**config.mk**
```make
export PLATFORM = sky130hd
export DESIGN_NAME = bresenham_draw_engine
export DESIGN_NICKNAME = d
export VERILOG_FILES = /design/src/rtl/bresenham_draw_engine.sv
export SDC_FILE = /design/constraint.sdc
export NUM_CORES = 1
export LEC_CHECK = 0
export BUFFER_PORTS_ARGS = -buffer_cell sky130_fd_sc_hd__buf_2
export CORE_MARGIN = 2
export CORE_UTILIZATION = 60
export DETAILED_ROUTE_END_ITERATION = 6
export MAX_ROUTING_LAYER = met4
export PLACE_DENSITY = 0.83
export SLEW_MARGIN = 0
export SYNTH_ARGS = -nofsm -noshare
export SYNTH_HDL_FRONTEND = slang
export SYNTH_SLANG_ARGS = --single-unit
```
**constraint.sdc**
```tcl
create_clock -name clk -period 13.3 [get_ports clk]
set_input_delay 1.33 -clock clk [delete_from_list [all_inputs] [get_ports clk]]
set_output_delay 1.33 -clock clk [all_outputs]
set_load 0.03 [all_outputs]
```
**src/rtl/bresenham_draw_engine.sv**
```systemverilog
// Bresenham line / full-frame clear pixel generator for a plot-style framebuffer port.
// Off-screen line pixels are skipped without a strobe; clear mode walks the raster.
module bresenham_draw_engine #(
    parameter int X_WIDTH     = 8,
    parameter int Y_WIDTH     = 7,
    parameter int COLOR_WIDTH = 3,
    parameter int X_MAX       = 159,
    parameter int Y_MAX       = 119
) (
    input  logic                   clk,
    input  logic                   reset,
    input  logic                   start,
    input  logic                   mode,
    input  logic [X_WIDTH-1:0]     x0,
    input  logic [Y_WIDTH-1:0]     y0,
    input  logic [X_WIDTH-1:0]     x1,
    input  logic [Y_WIDTH-1:0]     y1,
    input  logic [COLOR_WIDTH-1:0] color_in,
    input  logic                   plot_ready,
    output logic [X_WIDTH-1:0]     x_out,
    output logic [Y_WIDTH-1:0]     y_out,
    output logic [COLOR_WIDTH-1:0] color,
    output logic                   write_out,
    output logic                   busy,
    output logic                   done
);

    localparam int CW = ((X_WIDTH > Y_WIDTH) ? X_WIDTH : Y_WIDTH) + 2;
    typedef logic signed [CW-1:0] coord_t;

    localparam coord_t X_LIM = coord_t'(X_MAX);
    localparam coord_t Y_LIM = coord_t'(Y_MAX);
    localparam coord_t ONE   = coord_t'(1);
    localparam coord_t ZERO  = coord_t'(0);

    typedef enum logic [2:0] {
        IDLE      = 3'd0,
        LINE_INIT = 3'd1,
        LINE_DRAW = 3'd2,
        CLEAR     = 3'd3,
        FINISH    = 3'd4
    } state_t;

    function automatic coord_t ext_x(input logic [X_WIDTH-1:0] v);
        return coord_t'({{(CW-X_WIDTH){1'b0}}, v});
    endfunction

    function automatic coord_t ext_y(input logic [Y_WIDTH-1:0] v);
        return coord_t'({{(CW-Y_WIDTH){1'b0}}, v});
    endfunction

    state_t                 state_q, state_d;
    coord_t                 x_q, x_d, y_q, y_d;
    coord_t                 x1_q, x1_d, y1_q, y1_d;
    coord_t                 dx_q, dx_d, dy_q, dy_d;
    coord_t                 sx_q, sx_d, sy_q, sy_d;
    coord_t                 err_q, err_d;
    logic [COLOR_WIDTH-1:0] color_q, color_d;
    logic [X_WIDTH-1:0]     x_out_q, x_out_d;
    logic [Y_WIDTH-1:0]     y_out_q, y_out_d;
    logic                   write_q, write_d;
    logic                   busy_q, busy_d;
    logic                   done_q, done_d;

    logic signed [CW:0]     e2_s, dx_w_s, dy_w_s;
    logic                   step_x_s, step_y_s;

    // State, datapath and output registers
    always_ff @(posedge clk) begin
        if (reset) begin
            state_q <= IDLE;
            x_q     <= ZERO;
            y_q     <= ZERO;
            x1_q    <= ZERO;
            y1_q    <= ZERO;
            dx_q    <= ZERO;
            dy_q    <= ZERO;
            sx_q    <= ZERO;
            sy_q    <= ZERO;
            err_q   <= ZERO;
            color_q <= {COLOR_WIDTH{1'b0}};
            x_out_q <= {X_WIDTH{1'b0}};
            y_out_q <= {Y_WIDTH{1'b0}};
            write_q <= 1'b0;
            busy_q  <= 1'b0;
            done_q  <= 1'b0;
        end else begin
            state_q <= state_d;
            x_q     <= x_d;
            y_q     <= y_d;
            x1_q    <= x1_d;
            y1_q    <= y1_d;
            dx_q    <= dx_d;
            dy_q    <= dy_d;
            sx_q    <= sx_d;
            sy_q    <= sy_d;
            err_q   <= err_d;
            color_q <= color_d;
            x_out_q <= x_out_d;
            y_out_q <= y_out_d;
            write_q <= write_d;
            busy_q  <= busy_d;
            done_q  <= done_d;
        end
    end

    // Next-state, Bresenham step and registered-output computation
    always_comb begin
        state_d = state_q;
        x_d     = x_q;
        y_d     = y_q;
        x1_d    = x1_q;
        y1_d    = y1_q;
        dx_d    = dx_q;
        dy_d    = dy_q;
        sx_d    = sx_q;
        sy_d    = sy_q;
        err_d   = err_q;
        color_d = color_q;

        // Doubled error needs one extra bit so 2*err never wraps.
        e2_s     = {err_q, 1'b0};
        dx_w_s   = {dx_q[CW-1], dx_q};
        dy_w_s   = {dy_q[CW-1], dy_q};
        step_x_s = (e2_s >= dy_w_s);
        step_y_s = (e2_s <= dx_w_s);

        case (state_q)
            IDLE: begin
                if (start) begin
                    x1_d    = ext_x(x1);
                    y1_d    = ext_y(y1);
                    color_d = color_in;
                    if (mode) begin
                        x_d     = ZERO;
                        y_d     = ZERO;
                        state_d = CLEAR;
                    end else begin
                        x_d     = ext_x(x0);
                        y_d     = ext_y(y0);
                        state_d = LINE_INIT;
                    end
                end else begin
                    state_d = IDLE;
                end
            end
            LINE_INIT: begin
                if (x_q < x1_q) begin
                    dx_d = x1_q - x_q;
                    sx_d = ONE;
                end else begin
                    dx_d = x_q - x1_q;
                    sx_d = -ONE;
                end
                if (y_q < y1_q) begin
                    dy_d = y_q - y1_q;
                    sy_d = ONE;
                end else begin
                    dy_d = y1_q - y_q;
                    sy_d = -ONE;
                end
                err_d   = dx_d + dy_d;
                state_d = LINE_DRAW;
            end
            LINE_DRAW: begin
                if (!write_q || plot_ready) begin
                    if ((x_q == x1_q) && (y_q == y1_q)) begin
                        state_d = FINISH;
                    end else begin
                        err_d = err_q + (step_x_s ? dy_q : ZERO) + (step_y_s ? dx_q : ZERO);
                        x_d   = step_x_s ? (x_q + sx_q) : x_q;
                        y_d   = step_y_s ? (y_q + sy_q) : y_q;
                    end
                end else begin
                    state_d = LINE_DRAW;
                end
            end
            CLEAR: begin
                if (plot_ready) begin
                    if (x_q == X_LIM) begin
                        x_d = ZERO;
                        if (y_q == Y_LIM) begin
                            state_d = FINISH;
                        end else begin
                            y_d = y_q + ONE;
                        end
                    end else begin
                        x_d = x_q + ONE;
                    end
                end else begin
                    state_d = CLEAR;
                end
            end
            FINISH: begin
                state_d = IDLE;
            end
            default: begin
                state_d = IDLE;
            end
        endcase

        x_out_d = x_d[X_WIDTH-1:0];
        y_out_d = y_d[Y_WIDTH-1:0];
        write_d = (state_d == CLEAR) ||
                  ((state_d == LINE_DRAW) && (x_d <= X_LIM) && (y_d <= Y_LIM));
        busy_d  = (state_d == LINE_INIT) || (state_d == LINE_DRAW) || (state_d == CLEAR);
        done_d  = (state_d == FINISH);
    end

    assign x_out     = x_out_q;
    assign y_out     = y_out_q;
    assign color     = color_q;
    assign write_out = write_q;
    assign busy      = busy_q;
    assign done      = done_q;

endmodule

```
# After elaboration in Yosys (flattened, before gate mapping)

Cells that the tools add are included.

Bits in registers: 109
Output and inout bits: 21

Equality and inequality tests: 13
Reduce and logical (&&, ||, !) cells: 12
$lt $le $gt $ge: 6
Mux-type cells: 36
$add $sub $neg: 11

Operators by type and width:

| operator              | number |
|---|---|
| $mux 10               | 23 |
| $pmux 10 s3           | 2 |
| $add 10x10->10        | 5 |
| $add 10x2->10 const B | 2 |
| $pmux 10 s2           | 1 |
| $mux 3                | 6 |
| $eq 3x2->1 const B    | 4 |
| $pmux 3 s4            | 1 |
| $ge 11x10->1          | 1 |
| $le 11x10->1          | 1 |
| $eq 10x8->1           | 1 |
| $eq 10x8->1 const B   | 1 |
| $eq 10x9->1           | 1 |
| $eq 10x9->1 const B   | 1 |
| $le 10x8->1 const B   | 1 |
| $le 10x9->1 const B   | 1 |
| $lt 10x8->1           | 1 |
| $lt 10x9->1           | 1 |
| $sub 10x8->10         | 1 |
| $sub 10x9->10         | 1 |
| $sub 8x10->10         | 1 |
| $sub 9x10->10         | 1 |
| $mux 8                | 1 |
| $mux 7                | 1 |
| other kinds (11)      | 18 |

# Logic depth before layout (Yosys ltp)

Word-level depth: 9
Depth in mapped cells: 22

# Least setup slack after synthesis

Ideal clock, no wire load.

Path type: register to register
Start: register x_q[4]
End: register err_q[9]
Period minus slack after synthesis: 4.398 ns
Setup slack: 8.902 ns
Path buffers: 2
Arrival: 4.261 ns
Stages on the path, launching flop included: 20
Cell sequence: dfxtp_1 > clkbuf_1 > inv_1 > ha_1 > clkbuf_1 > nand3_1 > a21oi_1 > nor3_1 > nor3_2 > mux2i_1 > ha_1 > a21o_1 > a21oi_1 > nor2b_1 > o21a_1 > o41ai_1 > o21ai_0 > xor2_1 > mux2i_1 > a31oi_1

Longest elaborated chain between the ends: 5
Elaborated cells on any way between the ends: 11
Those cells by class: add/sub: 3; order compare: 1; eq/ne: 2; mux: 3; reduce/logical: 2

RTL lines:

| item                                  | line | RTL |
|---|---|---|
| from (decl)                           | 53   | `coord_t x_q, x_d, y_q, y_d;` |
| from (signal assigned)                | 72   | `x_q <= ZERO;` |
| from (signal assigned)                | 89   | `x_q <= x_d;` |
| $sub 10x9->10 (tied with other cells) | 152  | `dx_d = x_q - x1_q;` |
| $mux 10                               | 148  | `if (x_q < x1_q) begin` |
| $mux 10                               | 128  | `case (state_q)` |
| $add 10x10->10                        | 162  | `err_d = dx_d + dy_d;` |
| $pmux 10 s2                           | 128  |  |
| to (signal assigned)                  | 97   | `err_q <= err_d;` |
| to (decl)                             | 57   | `coord_t err_q, err_d;` |

Parallel ways exist; a longest one is shown, timed or not. The select of a mux whose other input is x is not followed.
A chain may end at the register's enable or synchronous reset.

# Worst setup path in the final report

Ends and elaborated chain as after synthesis.

==> impl_results.md <==
* Num rows at 41
* Pleak at 3.65 nW
* Peak Freq at 196 MHz
* H-tree levels at 3
* PortBufs at 58
* Post-synth EDFFs at 0
* Worst setup SP type: flip-flop
* Core ar. at 12700 sq um
* Largest net degree at the start of global routing at 71
* Critical Path Max Stage Delay at 0.64 ns
* Vias at 7756
* Min Hold Slack at 0.451 ns
* Worst path cell trace: inv_1 > ha_1 > nand3_1 > a21oi_1 > nor3_1 > nor3_2 > mux2i_1 > ha_1 > a21o_1 > a21oi_1 > nor2b_1 > o21a_1 > o41ai_1 > o21ai_0 > xor2_1 > mux2i_1 > a31oi_1
* Final Max Tran Viols at 0
* Post-Syn Area per Cell at 7.52 sq um
* Drt wl/cell at 18.7 um
* Final Net Count at 1195
* CTS tree: yes
* Vias in the first global route at 7445
* Pwr Total at 2.30 mW
* Status: finished, final reports clean
* Min-Delay Startpoint: color[0]$_SDFFE_PP0P_
* Max-Cap Viols at 0
* Crit path buf inv count at 1
* RSZ-0062 raised after global routing: false
* Top delay family on crit path: compound AO/OA/AOI/OAI gates
* CTS resizes at 0
* Slowest cell on crit path: dfxtp_1
* First drt pass iteration count at 6
* Setup TNS at 0 ns
* Setup crit start: x_q[4]$_SDFF_PP0_
* Max IR drop VDD at 0.132 mV
* Die ar. at 13900 sq um
* Prevailing post-synth register cell: dfxtp_1
* Register area at 1540 sq um
* First-pass GRT wire length at 37200 um
* Final period utilization at 38.4%
* Fraction of the yosys area taken by sequential cells at 19.8%
* Crit-path max FO at 11
* # diodes at 0
* Ratio of cells with drive above 1 in the final layout at 9.69%
* DRC at 0
* Leading area contributor after synthesis: dfxtp_1
* Syn Inst Count at 1036
* Worst hold path class: flip-flop to flip-flop
* Overflow after GRT at 0
* Tmin final at 5.11 ns
* CTS buffer count at 9
* Clk sinks at 77
* Mapped Area at 7790 sq um
* Slew headroom at 28.4%
* Final core occ at 65.5%
* Arrival time at the worst endpoint at 5.31 ns
* P&R area growth vs syn at 6.52%
* R2R Path Start: x_q[4]$_SDFF_PP0_
* WL final at 22900 um
* Crit. End Element: flip-flop
* Final setup violation count at 0
* Yosys cell types at 77
* CTS root buffer: clkbuf_16
* Initial Util at 61.5%
* 1st-iter DRT viols at 679
* Max Root-Sink Buffers at 2
* Post-synth ARST share at 0%
* Antenna violation net count after detailed routing at 0
* Io pins at 59
* Top post-synthesis cells by area: dfxtp_1, ha_1, a21oi_1, nand2_1, nor2_1
* Initial antenna violation count at 0
* Post-CTS Hold Buffers at 0
* Post-Syn Nets at 1178
* DP HPWL at 17400 um
* Syn. warnings at 0
* Chip Height at 118 um
* P per Cell Area at 277 nW/um^2
* Critical setup path kind: flip-flop to flip-flop
* Gpl congestion at 1.04
* All-Layer GR Usage at 34.2%
* WP data required at 13.50 ns
* Final Instance Count excl. Fillers at 1225
* Postcts setup bufs at 0
* Synth Register Bits at 77
* Clock skew at 0.00600 ns
* Fillers at 1152
* Placed cell count at 1214
* Multi-input logic area at 5660 sq um
* Hold Fails Final Rpt at 0
* Clock latency at the later pin of the worst-skew pair at 0.35 ns
* Die Wd at 118 um
* Vias per Instance at 6.33
* Worst-path clk slew at 0.06 ns
* Slew of the pin with the lowest slew margin at 1.07 ns
* Top-area cell type share of the netlist area at 19.8%
## worst paths after layout
check	end	slack, ns	depth (start not counted)
hold / removal	color[0]$_SDFFE_PP0P_	0.45	2
setup / recovery	err_q[9]$_SDFFE_PP0P_	8.19	17
setup reg to reg	err_q[9]$_SDFFE_PP0P_	8.19	17
hold reg to reg	color[0]$_SDFFE_PP0P_	0.45	2
## cell usage after synthesis, drive strengths merged, types with 5 or more instances
cell type	count
nor2b	14
buf	18
nand2	111
nor4	11
o211a	5
nor2	109
nor3	31
xor2	11
fa	17
a21o	20
o21ai	61
a31oi	9
inv	83
mux2	7
nand4	10
a221oi	7
o21bai	6
a21oi	89
and3	8
o31ai	5
ha	87
nand2b	10
a211oi	27
mux2i	11
o21a	13
or3	8
o211ai	6
clkbuf	39
or2	6
xnor2	31
a211o	5
nand3	19
dfxtp	77
## layer usage
metal	track usage, %	up-vias	share of wire [%]
met3	5.96	81	8.0
met2	54.2	363	45
met4	14.4	0	4.0
met5	-	-	0
li1	-	3705	-
met1	42.9	3607	43
## stage by stage
| stage | setup slack (ns) | instance area [sq um] |
|---|---|---|
| floorplan | 8.90 | 7790 |
| global route | 7.72 | 8300 |
| detailed placement | 8.29 | 8060 |
| finish | 8.19 | 8300 |
| CTS | 8.28 | 8300 |
| global placement | 8.34 | 8060 |
## worst min-delay path: cells and delay by family, from the launching register on
family	cells	cell delay (ns)
DFF	1	0.30
and+or+nand+nor	1	0.05
AOI/OAI and AO/OA	1	0.05
## cell type report
type                       count  share of cell area, %
sequential                    77                   18.6
timing repair buffer          63                   3.95
inverter                      84                   3.80
multi-input combinational    818                   68.2
clock buffer                  11                   2.93
tap                          172                   2.59
## flip-flops by register name, summed over array words and instances (netlist names)
signal,count
state_q,3
busy,1
x_q,10
sx_q,2
x1_q,8
y_q,10
write_out,1
err_q,10
done,1
color,3
dx_q,10
dy_q,10
sy_q,1
y1_q,7
## cells in the final DEF, fill, tap and decap left out, drive strengths merged, types with 5 or more instances in the layout
cell and count:
nand2 111, nor2 109, a21oi 89, ha 87, inv 83, dfxtp 77
buf 63, o21ai 61, xnor2 31, nor3 31, a211oi 27, a21o 20
nand3 19, fa 17, nor2b 14, o21a 13, mux2i 11, xor2 11
nor4 11, clkbuf 11, nand2b 10, nand4 10, a31oi 9, or3 8
and3 8, mux2 7, a221oi 7, o211ai 6, o21bai 6, or2 6
o211a 5, a211o 5, o31ai 5
## power breakdown
part | switching, mW | internal (mW)
Combinational | 1.04 | 0.681
Clock | 0.0958 | 0.126
Sequential | 0.0788 | 0.278
## cell families after synthesis
| logic type | Yosys count | synth area share, % |
|---|---|---|
| AND/OR/NAND/NOR | 356 | 21.5 |
| flip-flops | 77 | 19.8 |
| XOR/XNOR | 42 | 4.72 |
| AO/OA/AOI/OAI | 298 | 25.6 |
| buffers and inverters | 141 | 7.65 |
| multiplexers | 18 | 2.43 |
| adder cells (fa/ha/maj) | 104 | 18.3 |
Power figures use the tool's default switching activity.
